===== src/rtl/fetch_unit_pkg.sv =====
// Shared types and constants for the instruction fetch stage.
package fetch_unit_pkg;

    typedef enum logic [1:0] {
        ST_IDLE = 2'd0,
        ST_READ = 2'd1,
        ST_DONE = 2'd2
    } fetch_state_e;

    localparam int WORD_W         = 32;
    localparam int BYTE_W         = 8;
    localparam int BYTES_PER_WORD = 4;
    localparam int TMO_W          = 8;

endpackage


===== src/rtl/fetch_unit_word_assembler.sv =====
// Collects four memory bytes into a shadow word and copies it to the visible
// instruction word on commit.
module fetch_unit_word_assembler
    import fetch_unit_pkg::*;
(
    input  logic              i_clk,
    input  logic              i_n_rst,
    input  logic              i_wr_en,
    input  logic [1:0]        i_idx,
    input  logic [BYTE_W-1:0] i_data,
    input  logic              i_commit,
    output logic [WORD_W-1:0] o_word
);

    logic [WORD_W-1:0] r_shadow;
    logic [WORD_W-1:0] r_word;
    logic [WORD_W-1:0] w_shadow_nxt;

    // Merge the incoming byte so a commit on the last byte sees the full word.
    always_comb begin
        w_shadow_nxt = r_shadow;
        if (i_wr_en) begin
            w_shadow_nxt[{i_idx, 3'b000} +: BYTE_W] = i_data;
        end else begin
            w_shadow_nxt = r_shadow;
        end
    end

    // Shadow and committed word registers.
    always_ff @(posedge i_clk) begin
        if (!i_n_rst) begin
            r_shadow <= '0;
            r_word   <= '0;
        end else begin
            r_shadow <= w_shadow_nxt;
            if (i_commit) begin
                r_word <= w_shadow_nxt;
            end else begin
                r_word <= r_word;
            end
        end
    end

    assign o_word = r_word;

endmodule


===== src/rtl/fetch_unit.sv =====
// Instruction fetch stage: owns the PC, reads a 32-bit word LSB-first from
// byte-wide program memory with wait states, alignment and timeout faults.
module fetch_unit
    import fetch_unit_pkg::*;
#(
    parameter int          ADDR_W         = 24,
    parameter int unsigned RESET_PC       = 0,
    parameter int unsigned TIMEOUT_CYCLES = 255
) (
    input  logic              CLK,
    input  logic              N_RST,
    input  logic              N_BOOTED,
    input  logic              FETCH,
    input  logic              PC_LOAD,
    input  logic [31:0]       BUS,
    output logic [31:0]       WORD,
    output logic [ADDR_W-1:0] PC,
    output logic              BUSY,
    output logic              DONE,
    output logic              FAULT,
    output logic [ADDR_W-1:0] MEM_ADDR,
    output logic              MEM_N_RD,
    input  logic [7:0]        MEM_DATA,
    input  logic              MEM_READY
);

    localparam logic [ADDR_W-1:0] PC_RST  = ADDR_W'(RESET_PC);
    localparam logic [ADDR_W-1:0] PC_STEP = ADDR_W'(BYTES_PER_WORD);
    localparam logic [TMO_W-1:0]  TMO_LIM = TMO_W'(TIMEOUT_CYCLES);

    fetch_state_e      r_state, w_state_nxt;
    logic [ADDR_W-1:0] r_pc, w_pc_nxt;
    logic [ADDR_W-1:0] r_mem_addr, w_mem_addr_nxt;
    logic [1:0]        r_idx, w_idx_nxt, w_idx_inc;
    logic [TMO_W-1:0]  r_tmo, w_tmo_nxt, w_tmo_inc;
    logic              r_fault, w_fault_nxt;
    logic              w_wr_en;
    logic              w_commit;
    logic [31:0]       w_word;
    logic              w_unused_bus;

    assign w_idx_inc    = r_idx + 2'd1;
    assign w_tmo_inc    = r_tmo + 8'd1;
    assign w_unused_bus = ^BUS;

    // Next-state, datapath updates and assembler strobes.
    always_comb begin
        w_state_nxt    = r_state;
        w_pc_nxt       = r_pc;
        w_mem_addr_nxt = r_mem_addr;
        w_idx_nxt      = r_idx;
        w_tmo_nxt      = r_tmo;
        w_fault_nxt    = r_fault;
        w_wr_en        = 1'b0;
        w_commit       = 1'b0;
        case (r_state)
            ST_IDLE: begin
                if (N_BOOTED) begin
                    w_state_nxt = ST_IDLE;
                end else if (PC_LOAD) begin
                    w_pc_nxt    = BUS[ADDR_W-1:0];
                    w_fault_nxt = 1'b0;
                end else if (FETCH && !r_fault) begin
                    if (r_pc[1:0] != 2'd0) begin
                        w_fault_nxt = 1'b1;
                    end else begin
                        w_idx_nxt      = 2'd0;
                        w_tmo_nxt      = 8'd0;
                        w_mem_addr_nxt = r_pc;
                        w_state_nxt    = ST_READ;
                    end
                end else begin
                    w_state_nxt = ST_IDLE;
                end
            end
            ST_READ: begin
                if (MEM_READY) begin
                    w_wr_en   = 1'b1;
                    w_tmo_nxt = 8'd0;
                    if (r_idx == 2'd3) begin
                        w_commit    = 1'b1;
                        w_pc_nxt    = r_pc + PC_STEP;
                        w_state_nxt = ST_DONE;
                    end else begin
                        w_idx_nxt      = w_idx_inc;
                        w_mem_addr_nxt = r_pc + ADDR_W'(w_idx_inc);
                    end
                end else begin
                    w_tmo_nxt = w_tmo_inc;
                    // The partially filled shadow is simply never committed.
                    if (w_tmo_inc == TMO_LIM) begin
                        w_fault_nxt = 1'b1;
                        w_state_nxt = ST_IDLE;
                    end else begin
                        w_state_nxt = ST_READ;
                    end
                end
            end
            ST_DONE: begin
                w_state_nxt = ST_IDLE;
            end
            default: begin
                w_state_nxt = ST_IDLE;
            end
        endcase
    end

    // State, PC, counters, fault flag and memory address registers.
    always_ff @(posedge CLK) begin
        if (!N_RST) begin
            r_state    <= ST_IDLE;
            r_pc       <= PC_RST;
            r_mem_addr <= '0;
            r_idx      <= 2'd0;
            r_tmo      <= 8'd0;
            r_fault    <= 1'b0;
        end else begin
            r_state    <= w_state_nxt;
            r_pc       <= w_pc_nxt;
            r_mem_addr <= w_mem_addr_nxt;
            r_idx      <= w_idx_nxt;
            r_tmo      <= w_tmo_nxt;
            r_fault    <= w_fault_nxt;
        end
    end

    fetch_unit_word_assembler u_asm (
        .i_clk    (CLK),
        .i_n_rst  (N_RST),
        .i_wr_en  (w_wr_en),
        .i_idx    (r_idx),
        .i_data   (MEM_DATA),
        .i_commit (w_commit),
        .o_word   (w_word)
    );

    assign WORD     = w_word;
    assign PC       = r_pc;
    assign BUSY     = (r_state == ST_READ);
    assign DONE     = (r_state == ST_DONE);
    assign FAULT    = r_fault;
    assign MEM_ADDR = r_mem_addr;
    assign MEM_N_RD = (r_state != ST_READ);

endmodule


===== config.mk =====
export PLATFORM = sky130hd
export DESIGN_NAME = fetch_unit
export DESIGN_NICKNAME = d
export VERILOG_FILES = /design/src/rtl/fetch_unit_pkg.sv /design/src/rtl/fetch_unit_word_assembler.sv /design/src/rtl/fetch_unit.sv
export SDC_FILE = /design/constraint.sdc
export NUM_CORES = 1
export LEC_CHECK = 0
export ABC_CLOCK_PERIOD_IN_PS = 2020
export CELL_PAD_IN_SITES_DETAIL_PLACEMENT = 1
export CELL_PAD_IN_SITES_GLOBAL_PLACEMENT = 1
export CORE_UTILIZATION = 34
export DETAILED_ROUTE_END_ITERATION = 8
export GPL_TIMING_DRIVEN = 1
export HOLD_SLACK_MARGIN = 0.08
export PLACE_DENSITY_LB_ADDON = 0.1
export SYNTH_ARGS = -nofsm -noshare
export SYNTH_HDL_FRONTEND = slang
export SYNTH_HIERARCHICAL = 1
export SYNTH_SLANG_ARGS = --single-unit

===== constraint.sdc =====
create_clock -name CLK -period 2.02 [get_ports CLK]
set_input_delay 0.303 -clock CLK [delete_from_list [all_inputs] [get_ports CLK]]
set_output_delay 0.303 -clock CLK [all_outputs]
set_load 0.01 [all_outputs]

* Yosys cells after proc, flatten, opt, wreduce, memory -nomap -nowiden
Index checks and enable logic that the tools add are counted.
** Cells by class
- Reduce and logical (&&, ||, !) cells :: 10
- Bitwise logic cells :: 0
- Divide/modulo/power cells :: 0
- Muxes and demuxes :: 47
- Shift operators :: 2
- $mul :: 0
- Add/subtract/negate cells :: 5
- Eq/ne operators :: 20
- $lt $le $gt $ge :: 0
** Operators by type and width (count)
- 2-to-1 mux 24 bit :: 10
- case mux 24 bit (2 select lines) :: 2
- 2-to-1 mux 8 bit :: 5
- bitwise mux 32 bit :: 1
- 2-to-1 mux 32 bit :: 1
- variable shift 8 x 7 -> 32 bit, first input constant :: 1
- indexed part select 8 x 7 -> 32 bit :: 1
- adder 24 x 2 -> 24 bit :: 1
- adder 24 x 3 -> 24 bit, second input constant :: 1
- 2-to-1 mux 2 bit :: 12
- case mux 8 bit (2 select lines) :: 1
- != test 2 bit, second input constant :: 7
- 2-to-1 mux 1 bit :: 12
- AND reduction 5 bit :: 2
- != test 3 bit, second input constant :: 3
- adder 8 x 1 -> 8 bit, second input constant :: 1
- == test 8 bit, second input constant :: 1
- != test 2 x 1 -> 1 bit, second input constant :: 4
- case mux 2 bit (2 select lines) :: 2
- negation 5 -> 7 bit :: 1
- AND reduction 7 bit :: 1
- AND reduction 6 bit :: 1
- == test 2 bit, second input constant :: 2
- != test 4 bit, second input constant :: 1
- other kinds (9) :: 10
** Word-level totals
- Register bits after elaboration :: 125
- Memories :: 0
- Latch bits :: 0
- Output and inout bits :: 84
- ROM bits :: 0
- Word-level logic and storage cells :: 92
- RAM bits :: 0

* Logic depth before layout (Yosys ltp)
Gate-level depths: netlist (run 1).
- Depth after elaboration :: 6
- Mapped depth :: 9
- Gate-level depth less buffers :: 8

* By module
Netlist (run 1), hierarchy kept.
** Modules (own cells, without submodules)
- fetch_unit :: cells each 457, area an instance 3500.9 µm², times used 1
- fetch_unit_word_assembler :: cells each 244, area an instance 2444.8 µm², times used 1

* Worst setup path after synthesis (run 1)
Ideal clock, no wire load.
- Kind :: register to register
- From :: reg r_pc[3], in the netlist PC[3]
- To :: reg r_pc[20], in the netlist PC[20]
- Cell stages (with the launch flop) :: 7
- Arrival time :: 1911 ps
- Path slack :: 39 ps
- Clock period less this slack :: 1981 ps
- Library setup time :: 70 ps
- Required time :: 1950 ps
- Cell sequence :: dfxtp_1 ha_1 and3_1 nand3_1 or4_1 a211o_1 a21oi_1
** Between the ends
- Cells in the longest elaborated chain, start to end :: 4
** Ends and longest elaborated chain
- start: declaration :: line fetch_unit.sv:32 : logic [ADDR_W-1:0] r_pc, w_pc_nxt;
- start signal: assignment :: line fetch_unit.sv:119 : r_pc <= w_pc_nxt;
- adder 24 x 3 -> 24 bit :: line fetch_unit.sv:82 : w_pc_nxt = r_pc + PC_STEP;
- 2-to-1 mux 24 bit :: line fetch_unit.sv:80 : if (r_idx == 2'd3) begin
- 2-to-1 mux 24 bit :: line fetch_unit.sv:77 : if (MEM_READY) begin
- case mux 24 bit (2 select lines) :: line fetch_unit.sv:56 : case (r_state)
Every way passes these cells. The select of a mux whose other input is x is not followed.
A chain may end at the register's enable or synchronous reset.

* Worst setup path in the final report (run 1)
- From :: reg r_pc[3], in the netlist PC[3]
- To :: reg r_mem_addr[17], in the netlist MEM_ADDR[17]
** Between the ends
- Cells in the longest elaborated chain, start to end :: 4
** Ends and longest elaborated chain
- adder 24 x 2 -> 24 bit :: line fetch_unit.sv:86 : w_mem_addr_nxt = r_pc + ADDR_W'(w_idx_inc);
- 2-to-1 mux 24 bit :: line fetch_unit.sv:80
- 2-to-1 mux 24 bit :: line fetch_unit.sv:77
- case mux 24 bit (2 select lines) :: line fetch_unit.sv:56
- end signal: assignment :: line fetch_unit.sv:120 : r_mem_addr <= w_mem_addr_nxt;
- end: declaration :: line fetch_unit.sv:33 : logic [ADDR_W-1:0] r_mem_addr, w_mem_addr_nxt;
Every way passes these cells. The select of a mux whose other input is x is not followed.

==> impl_summary.md, run 1 <==
Floorplanning
The I/O pin count is 130. The number of rows created at floorplan is 47. The initial utilization of the core area, before any placement, comes to 35.35%. The die covers 18020 µm². The die extent in x is 134.2 µm. In this run the standard cell core region covers 16820 µm².

The floorplan die height is 134.2 µm.

Yosys
The most instantiated library cell after synthesis is sky130_fd_sc_hd__dfxtp_1. The async set-reset flop share out of synthesis is 0%. The number of instances in the synthesized netlist is 701. The dominant cell type by area after synthesis is sky130_fd_sc_hd__dfxtp_1. Among all flip-flop cells after synthesis, the most frequent one is sky130_fd_sc_hd__dfxtp_1. The summed instance area of the synthesized netlist is 5946 µm². The number of warnings printed during yosys synthesis is 6. Sorting the synthesized cells by area gives the leading types as sky130_fd_sc_hd__dfxtp_1 (42%), sky130_fd_sc_hd__o21ai_0 (6.3%), sky130_fd_sc_hd__a21oi_1 (6.1%). Counting flops with a built-in enable in the synthesized netlist gives 0. The top cell type by area accounts for 42.09% of the synthesized area. The number of nets handed over by synthesis was 759. Sorting the synthesized cells by how often they occur yields sky130_fd_sc_hd__dfxtp_1 (125), sky130_fd_sc_hd__o21ai_0 (75), sky130_fd_sc_hd__a21oi_1 (72), sky130_fd_sc_hd__nor2_1 (47), sky130_fd_sc_hd__nand2_1 (42). Counting distinct cell types in the post-synthesis netlist gives 66.

Of the synthesized area, sequential elements account for 42.09%. The post-synthesis area per instance is 8.482 µm². Synthesis inferred 125 register bits.

Clock network
The number of buffers added by the clock tree synthesis step is 17. Clock latency on the worst-skew pair, taken at its later pin, is 0.41 ns. The cell sitting at the root of the clock tree is a sky130_fd_sc_hd__clkbuf_16. After clock tree synthesis, the flow added hold-fix buffers numbering 0.

The sink count of the clock tree is 125. The H-tree was split into 4 levels. TritonCTS built the clock tree. The clock passes through at most 2 buffers. The clock-pin transition on the worst setup and hold timing paths is 0.06 ns.

Critical path
STA classifies the critical path startpoint as a register. In this design, the critical path's most frequently occurring cell is sky130_fd_sc_hd__nand3_1. In this run the worst path has a maximum fanout of 7. Among all stages on the critical path, the largest delay is contributed by sky130_fd_sc_hd__nor4_4.

The endpoint required time on the critical path is 2.36 ns. The arrival time of data at the critical path endpoint is 2.28 ns. The kind of end point of the critical path is a register. The critical path in this run is classified as reg2reg. The critical path goes through buf_4 > nand3_1 > nor4_4 > clkdlybuf4s15_2 > nand3_1 > xor2_1 > a21oi_1.

The delay contributed by the slowest stage of the critical path is 0.42 ns.

Finish
In the final layout, the share of cells above drive strength 1 is 17.99%. Measured on the finished design, the core utilization comes to 50.79%. The area overhead of the layout relative to synthesis is 43.67%.

The number of inserted filler cells in the final layout is 1996. At the end of the flow, the number of nets in the layout was 929. The number of antenna diodes in the final layout is 0.

Pwr
The maximum resistive drop on vdd is 746.6 µV. For this design the ratio of total power to cell area is 762.4 nW/µm². The static power due to leakage is 3.094 nW.

Run
The number of max-capacitance violations reported is 0.

Timing
The tightest slew margin relative to the limit is 71.47%. Hold is met by 0.3495 ns. Setup violations remaining at the end of the flow were counted as 0. The share of the clock period used by the worst path is 95.94%. The setup clock skew after layout is 0.01061 ns. The maximum clock frequency is 516.0 MHz. Setup repair after global routing could not meet its margin everywhere. The number of failing hold endpoints at the final stage is 0. The measured slew at the worst slew-check pin is 0.4279 ns. The max-slew violation count came to 0. The post-layout minimum cycle time is 1.938 ns.

Global routing
Entering global routing, the biggest net connects 41 pins. The number of global-route vias before repair is 6427. The first global-routing pass estimated 33.72 mm of wire. The total global-route track usage is 23.91%. The number of antenna violations at the first check in global routing is 0. The total overflow reported by the global router is 0.

Detailed routing
In the routed layout, each cell is associated on average with a via count of 5.463. Wires add up to 21.24 mm. The iteration count of the initial detailed-routing pass is 4. For this block, the initial DRC count from the detailed router was 270.

After detailed routing, the average wire length per cell comes to 19.24 µm. The residual antenna-violating net count after detailed routing is 0. The count of vias placed by the detailed router is 6031. After detailed routing, the number of remaining DRC violations is 0.

Hold path
The class of the tightest hold or removal check is in2reg.

Place
The count of buffers added on input and output ports is 121. The congestion estimate from routability-driven global placement came to 0.8639. The half-perimeter wire length after placement is 15.02 mm.

Run status
The run finished with clean final reports.
==> routing by layer <==
metal / track usage, % / wire length, µm / up-vias
met4: 9.176 / 393 / 0
met5: 0 / 0 / -
met1: 29.92 / 9409 / 2974
met3: 4.535 / 928 / 27
met2: 40.53 / 10510 / 148
li1: - / - / 2882
==> final cells by class <==
cell class	count	area, µm²	share of cell area (%)
Tap cell	220	275.3	3.222
Multi-Input combinational cell	509	3213	37.62
Clock buffer	18	439.2	5.141
Clock inverter	14	143.9	1.684
Timing Repair Buffer	206	1918	22.45
Inverter	12	45.04	0.5273
Sequential cell	125	2507	29.35
==> flip-flops by register name, indices dropped and copies added, names as in the netlist <==
signal	flops
u_asm/o_word	32
u_asm/r_shadow	32
MEM_ADDR	24
PC	24
r_tmo	8
r_idx	2
r_state	2
FAULT	1
==> kinds of logic (layout without fill, tap and decap cells) <==
kind of cell	count (synthesis)	count (layout)	share of synthesized area (%)
fa+ha+maj	12	12	2.651
flops	125	125	42.09
buf+inv	67	250	5.282
compound gates	239	239	24.94
xor+xnor	22	22	3.241
simple gates	234	234	21.46
mux	2	2	0.3367
==> report_power, final <==
| part | switching, mW | internal, mW | leakage [nW] |
|---|---|---|---|
| clock | 1.18 | 1.85 | 0.286 |
| combinational | 0.434 | 0.425 | 1.79 |
| sequential | 0.0727 | 2.55 | 1.01 |
| total | 1.69 | 4.82 | 3.09 |
==> what timing repair did <==
item | in CTS | in global routing
endpoints found under the setup margin | 18 | 52
resized for setup | 12 | 18
buffers inserted | 3 | 1
hold endpoints to repair | 0 | 0
cloned | 0 | 1
pin swaps | 0 | 5
==> worst max-delay path, delay by kind of cell, from the launching register on <==
kind                   cells  cell delay [ns]
flip-flops                 1             0.35
AO/OA/AOI/OAI              1             0.14
XOR/XNOR                   1             0.15
buffers and inverters      2             0.51
AND/OR/NAND/NOR            3             0.72
==> final timing paths <==
kind	startpoint	endpoint	slack (ns)	depth (start not counted)
worst min register to register	MEM_ADDR[2]	MEM_ADDR[2]	0.51	2
worst max register to register	PC[3]	MEM_ADDR[17]	0.08	7
worst max-delay path	PC[3]	MEM_ADDR[17]	0.08	7
worst min-delay path	N_RST	MEM_ADDR[17]	0.35	3
==> stage by stage <==
stage / setup TNS (ns) / setup slack, ns / instance area (µm²) / instances / power, mW
2_1_floorplan: 0 / 0.03888 / 5946 / 701 / 3.047
3_3_place_gp: -5.727 / -0.2403 / 7809 / 1067 / 3.483
3_5_place_dp: -9.264 / -0.2870 / 7809 / 1067 / 3.505
4_1_cts: 0 / 0.01431 / 8453 / 1102 / 6.566
5_1_grt: -0.1823 / -0.05462 / 8542 / 1104 / 6.766
6_report: 0 / 0.08193 / 8542 / 1104 / 6.512
==> cell usage in the layout (no fill, tap or decap), types with 17 or more instances in the layout <==
cell / Yosys / routed
sky130_fd_sc_hd__a21oi_1: 72 / 70
sky130_fd_sc_hd__a32oi_1: 19 / 19
sky130_fd_sc_hd__buf_4: 2 / 76
sky130_fd_sc_hd__clkbuf_16: 0 / 17
sky130_fd_sc_hd__clkdlybuf4s50_1: 0 / 118
sky130_fd_sc_hd__dfxtp_1: 125 / 121
sky130_fd_sc_hd__nand2_1: 42 / 41
sky130_fd_sc_hd__nand3_1: 26 / 25
sky130_fd_sc_hd__nor2_1: 47 / 46
sky130_fd_sc_hd__nor2b_1: 36 / 36
sky130_fd_sc_hd__o21ai_0: 75 / 75
Power figures use the tool's default switching activity.
==> run 2, diff against run 1 <==
--- a/config.mk
+++ b/config.mk
@@ -6,6 +6,7 @@
 export NUM_CORES = 1
 export LEC_CHECK = 0
 export ABC_CLOCK_PERIOD_IN_PS = 2020
+export CAP_MARGIN = 20
 export CELL_PAD_IN_SITES_DETAIL_PLACEMENT = 1
 export CELL_PAD_IN_SITES_GLOBAL_PLACEMENT = 1
 export CORE_UTILIZATION = 34
==> results of run 2 <==
Final layout, timing and power as in run 1 (identical DEF).
